$ cat config.mk
export PLATFORM = sky130hd
export DESIGN_NAME = fir_seq_ctrl
export DESIGN_NICKNAME = d
export VERILOG_FILES = /design/src/rtl/fir_seq_ctrl.sv
export SDC_FILE = /design/constraint.sdc
export NUM_CORES = 1
export LEC_CHECK = 0
export CAP_MARGIN = 20
export CORE_MARGIN = 1
export CORE_UTILIZATION = 35
export DETAILED_ROUTE_END_ITERATION = 8
export HOLD_SLACK_MARGIN = 0.15
export SLEW_MARGIN = 20
export SYNTH_ARGS = -nofsm -noshare
export SYNTH_HDL_FRONTEND = slang
export SYNTH_SLANG_ARGS = --single-unit
$ cat constraint.sdc
create_clock -name clk -period 3.8 [get_ports clk]
set_input_delay 0.57 -clock clk [delete_from_list [all_inputs] [get_ports clk]]
set_output_delay 0.57 -clock clk [all_outputs]
set_load 0.05 [all_outputs]
$ cat src/rtl/fir_seq_ctrl.sv
// Sequencer in front of the 8-tap FIR: routes the shared word bus into a coefficient
// shadow or the sample stream, commits coefficients atomically and zero-flushes after bursts.
module fir_seq_ctrl #(
    parameter int NBR_OF_TAPS = 8,
    parameter int TAP_SIZE    = 2,
    parameter int DATA_W      = 6,
    parameter logic [NBR_OF_TAPS*TAP_SIZE-1:0] COEF_RESET = 16'h4444
) (
    input  logic                              clk,
    input  logic                              reset,
    input  logic [DATA_W-1:0]                 in_data,
    input  logic                              in_valid,
    output logic                              in_ready,
    input  logic                              cfg_req,
    output logic [NBR_OF_TAPS*TAP_SIZE-1:0]   coeffs,
    output logic                              coeff_upd,
    output logic                              load_err,
    output logic [DATA_W-1:0]                 fir_x_n,
    output logic                              fir_tvalid,
    output logic                              busy,
    output logic [7:0]                        sample_cnt
);

    // state  | meaning
    // IDLE   | bus not accepted, waiting for cfg_req or a sample
    // LOAD   | collecting coefficient words into the shadow
    // STREAM | forwarding samples to the FIR
    // DRAIN  | pushing NBR_OF_TAPS zeros through the delay line

    localparam int CW  = NBR_OF_TAPS * TAP_SIZE;
    localparam int NW  = (CW + DATA_W - 1) / DATA_W;
    localparam int SW  = NW * DATA_W;
    localparam int WCW = (NW > 1) ? $clog2(NW) : 1;
    localparam int DCW = (NBR_OF_TAPS > 1) ? $clog2(NBR_OF_TAPS) : 1;

    typedef enum logic [1:0] {IDLE, LOAD, STREAM, DRAIN} state_t;

    state_t             state_q;
    logic [SW-1:0]      shadow_q, shadow_d;
    logic [WCW-1:0]     word_cnt_q;
    logic [DCW-1:0]     drain_cnt_q;
    logic [CW-1:0]      coeffs_q;
    logic               coeff_upd_q, load_err_q, fir_tvalid_q;
    logic [DATA_W-1:0]  fir_x_n_q;
    logic [7:0]         sample_cnt_q, sample_cnt_inc;
    logic               accept, last_word;

    always_comb begin
        case (state_q)
            LOAD:          in_ready = 1'b1;
            STREAM, DRAIN: in_ready = !cfg_req;
            default:       in_ready = 1'b0;
        endcase
    end

    assign accept         = in_valid && in_ready;
    assign last_word      = (word_cnt_q == WCW'(NW - 1));
    assign sample_cnt_inc = (sample_cnt_q == 8'hFF) ? 8'hFF : sample_cnt_q + 8'd1;

    // word k lands MSB-first; trailing bits of the last word fall off the coeff slice
    always_comb begin
        shadow_d = shadow_q;
        for (int k = 0; k < NW; k++) begin
            if (word_cnt_q == WCW'(k))
                shadow_d[SW-1-k*DATA_W -: DATA_W] = in_data;
        end
    end

    always_ff @(posedge clk) begin
        if (!reset) begin
            state_q      <= IDLE;
            shadow_q     <= '0;
            word_cnt_q   <= '0;
            drain_cnt_q  <= '0;
            coeffs_q     <= COEF_RESET;
            coeff_upd_q  <= 1'b0;
            load_err_q   <= 1'b0;
            fir_tvalid_q <= 1'b0;
            fir_x_n_q    <= '0;
            sample_cnt_q <= '0;
        end else begin
            coeff_upd_q <= 1'b0;
            load_err_q  <= 1'b0;
            case (state_q)
                IDLE: begin
                    fir_tvalid_q <= 1'b0;
                    fir_x_n_q    <= '0;
                    if (cfg_req) begin
                        word_cnt_q <= '0;
                        state_q    <= LOAD;
                    end else if (in_valid) begin
                        sample_cnt_q <= '0;
                        state_q      <= STREAM;
                    end
                end
                LOAD: begin
                    fir_tvalid_q <= 1'b0;
                    fir_x_n_q    <= '0;
                    if (!cfg_req) begin
                        load_err_q <= 1'b1;
                        word_cnt_q <= '0;
                        state_q    <= IDLE;
                    end else if (in_valid) begin
                        shadow_q <= shadow_d;
                        if (last_word) begin
                            coeffs_q    <= shadow_d[SW-1 -: CW];
                            coeff_upd_q <= 1'b1;
                            word_cnt_q  <= '0;
                            state_q     <= IDLE;
                        end else begin
                            word_cnt_q <= word_cnt_q + WCW'(1);
                        end
                    end
                end
                STREAM: begin
                    fir_tvalid_q <= 1'b1;
                    if (accept) begin
                        fir_x_n_q    <= in_data;
                        sample_cnt_q <= sample_cnt_inc;
                    end else begin
                        // first flush zero is registered here so it lines up with DRAIN cycle 1
                        fir_x_n_q   <= '0;
                        drain_cnt_q <= DCW'(NBR_OF_TAPS - 1);
                        state_q     <= DRAIN;
                    end
                end
                DRAIN: begin
                    if (accept) begin
                        fir_tvalid_q <= 1'b1;
                        fir_x_n_q    <= in_data;
                        sample_cnt_q <= sample_cnt_inc;
                        drain_cnt_q  <= '0;
                        state_q      <= STREAM;
                    end else if (drain_cnt_q == '0) begin
                        fir_tvalid_q <= 1'b0;
                        fir_x_n_q    <= '0;
                        word_cnt_q   <= '0;
                        state_q      <= cfg_req ? LOAD : IDLE;
                    end else begin
                        fir_tvalid_q <= 1'b1;
                        fir_x_n_q    <= '0;
                        drain_cnt_q  <= drain_cnt_q - DCW'(1);
                    end
                end
                default: state_q <= IDLE;
            endcase
        end
    end

    assign coeffs     = coeffs_q;
    assign coeff_upd  = coeff_upd_q;
    assign load_err   = load_err_q;
    assign fir_x_n    = fir_x_n_q;
    assign fir_tvalid = fir_tvalid_q;
    assign busy       = (state_q != IDLE);
    assign sample_cnt = sample_cnt_q;

endmodule

==> metrics.md <==
| Metric | Value |
|---|---|
| Share of layout cells above drive strength 1 | `about 5.9%` |
| Gpl congestion | `roughly 0.79` |
| Critical R2R Capture | `coeffs[14]` |
| GRT overflow | `0` |
| Register area share after synthesis | `roughly 47%` |
| Largest net degree at the start of global routing | `54` |
| EDFF count, synth | `0` |
| Fill cell count | `about 600` |
| Number of global-route vias before repair | `approximately 1600` |
| I/O pins | `45` |
| Peak supply drop | `between 150 and 200 µV` |
| WP data arrival | `around 2.2 ns` |
| Status | `completed` |
| I/O Buffers | `44` |
| Fin crit share | `between 70% and 80%` |
| Dpl hpwl | `3110 µm` |
| Synth Instances | `~250` |
| Hold crit path type | `reg2reg` |
| Clock Path Buffers | `2` |
| Crit-path max FO | `10` |
| Unique masters post-synth | `39` |
| CTS tree | `done` |
| Hold path startpoint | `shadow_q[9]` |
| Placed cells | `roughly 350` |
| Final Hold Fails | `0` |
| Unrepaired setup endpoints after global routing | `no` |
| Syn_nets | `~260` |
| Max Slew Vio Count | `0` |
| CTS root buf | `clkbuf_8` |
| GRT Util Overall | `between 10% and 20%` |
| Diode count | `0` |
| Leakage | `0.960 nW` |
| Initial antenna violation count | `0` |
| R2R Path Start | `state_q[0]` |
| Synthesis-to-layout area growth | `25.0%` |
| Mapped cell area | `roughly 0.0022 mm²` |
| Sw power | `about 0.00026 W` |
| Min-Delay Path Depth | `2` |
| Maxcap violations | `0` |
| Crit path time final | `around 2.7 ns` |
| Non-Filler Instances | `roughly 360` |
| Die area | `about 0.0066 mm²` |
| Worst-Margin Slew | `about 0.77 ns` |
| Startpoint Class | `primary input` |
| Remaining antenna violation count | `0` |
| Post-CTS Hold Fix Bufs | `0` |
| First-pass iteration count of the detailed router | `4` |
| Setup Crit Path Kind | `in2out` |
| Setup Fix Bufs, Post-CTS | `0` |
| Starting Density | `a little over a third` |
| Worst-Skew Late Latency | `around 0.3 ns` |
| DR iter-0 viols | `100` |
| Reg clk slew, reported paths | `~0.1 ns` |
| R2R Setup Slk | `approximately 1.8 ns` |
| Die Width | `81.1 µm` |
| WHS Endpoint | `coeffs[7]` |
| DRC errors left | `0` |
| Routed WL per cell | `between 10 and 15 µm` |
| Worst-case clock skew | `between 0.006 and 0.007 ns` |
| Core area | `roughly 0.0060 mm²` |
| Synthesis-stage register bit count | `52` |
| Syn. warnings | `0` |
| Seq pwr share | `between 50% and 60%` |
| Rel. slew slack | `between 40% and 50%` |
| Inserted Clock Buffers | `5` |
| First-pass GRT wire length | `approximately 7500 µm` |
| Max Fclk | `around 370 MHz` |
| Die Y | `81.1 µm` |
| Internal power | `about 0.0007 W` |
| Final setup viols | `0` |
| Setup TNS | `0 ns` |
| Final wirelength | `about 4600 µm` |
| Via/cell ratio | `around 5` |
| Clock network fraction of design power | `32.9%` |
| Post-synth ARST share | `0%` |
| Layout net count | `~300` |
| WP data required | `3.23 ns` |
| FP Rows | `28` |
| H-tree depth reported by CTS | `2` |
| Worst R2R Path Depth | `4` |
| CTS sink cnt | `52` |
| Syn avg cell area | `roughly 9 µm²` |
| Total vias in the final route | `1804` |
| Switching share of total power | `around a quarter` |
| PostCTS Resize Cnt | `0` |
| Comb pwr share | `9.6%` |
| Synth Flop Type | `dfxtp_1` |
| Power Density | `between 300 and 400 mW/mm²` |
| Crit. End Element | `output pin` |
[synth_stat cells, drive strengths merged, types with 3 or more instances]
cell type | count | area [µm²]
a21oi | 12 | 60.1
and2 | 8 | 50.1
nand2b | 5 | 38.8
clkbuf | 6 | 22.5
a31oi | 6 | 37.5
ha | 3 | 37.5
dfxtp | 52 | 1040
o21ai | 7 | 35.0
inv | 8 | 30.0
mux2i | 12 | 120
nor3b | 4 | 41.3
nor2 | 5 | 18.8
nor2b | 3 | 18.8
nand2 | 63 | 236
a21boi | 12 | 90.1
nand3 | 7 | 35.0
buf | 11 | 70.1
[layout by cell type, fill, tap and decap left out, types with 4 or more instances in the layout]
| cell | n |
|---|---|
| nand3_1 | 7 |
| and2_1 | 8 |
| a21boi_0 | 6 |
| nand2_1 | 63 |
| mux2i_1 | 12 |
| a31oi_1 | 6 |
| dfxtp_1 | 52 |
| inv_1 | 8 |
| nand2b_1 | 4 |
| clkbuf_8 | 5 |
| a21oi_1 | 12 |
| nor2_1 | 5 |
| o21ai_0 | 7 |
| a21boi_1 | 6 |
| clkdlybuf4s50_1 | 44 |
[per-stage QoR]
step | total power, W | hold slack [ns] | worst slack [ns] | instance area (µm²) | utilization, %
floorplan | 0.000639 | 0.431 | 1.72 | 2190 | -
detailed placement | 0.000668 | 0.447 | 1.08 | 2650 | 44.2
finish | 0.000977 | 0.458 | 1.08 | 2740 | 45.7
global route | 0.00102 | 0.482 | 1.02 | 2740 | 45.7
CTS | 0.000987 | 0.463 | 1.07 | 2740 | 45.7
global placement | 0.000667 | 0.444 | 1.09 | 2650 | 44.2
[worst max-delay path, stage by stage]
cell             delay [ns]
clkdlybuf4s50_1        0.56
a21oi_1                0.20
clkdlybuf4s50_1        0.81
[logic make-up (layout without fill, tap and decap cells)]
kind of cell,after synthesis,in the layout,share of synthesized area (%)
AOI/OAI and AO/OA,54,54,16.8
adders and majority gates,3,3,1.71
buffers and inverters,25,62,5.59
DFF,52,52,47.5
muxes,12,12,5.48
and+or+nand+nor,103,103,22.9
[flip-flops by register name (all words and copies together), names as in the netlist]
name         flops
coeffs          16
shadow_q        12
sample_cnt       8
fir_x_n          6
drain_cnt_q      3
state_q          2
word_cnt_q       2
coeff_upd        1
fir_tvalid       1
load_err         1
[metal layers]
| layer | vias to the layer above | track usage (%) | wire, µm |
|---|---|---|---|
| li1 | 920 | - | - |
| met5 | - | 0 | 0 |
| met4 | 0 | 4.82 | 42 |
| met2 | 34 | 23.0 | 2130 |
| met1 | 846 | 20.5 | 2290 |
| met3 | 4 | 3.15 | 139 |
[area by class of cell]
type | count | area (µm²) | area share [%]
timing repair buffer | 46 | 455 | 16.6
multi-input combinational | 172 | 1030 | 37.5
sequential | 52 | 1040 | 38.0
clock buffer | 5 | 68.8 | 2.51
clock inverter | 3 | 22.5 | 0.822
inverter | 8 | 30.0 | 1.10
tap | 75 | 93.8 | 3.42
[power groups by stage]
stage | sequential, W | combinational (W) | clock [W]
floorplan | 0.000574 | 0.0000643 | 0
global placement | 0.000574 | 0.0000933 | 0
detailed placement | 0.000574 | 0.0000936 | 0
CTS | 0.000562 | 0.0000939 | 0.000332
global route | 0.000563 | 0.000103 | 0.000354
finish | 0.000561 | 0.0000935 | 0.000322
[worst max-delay path by stage]
stage / start / slack (ns) / depth (start not counted) / end
after floorplan: cfg_req / 1.72 / 2 / in_ready
after global placement: cfg_req / 1.09 / 3 / in_ready
after detailed placement: cfg_req / 1.08 / 3 / in_ready
after CTS: cfg_req / 1.07 / 3 / in_ready
after global routing: cfg_req / 1.02 / 3 / in_ready
final: cfg_req / 1.08 / 3 / in_ready
Power figures use the tool's default switching activity.
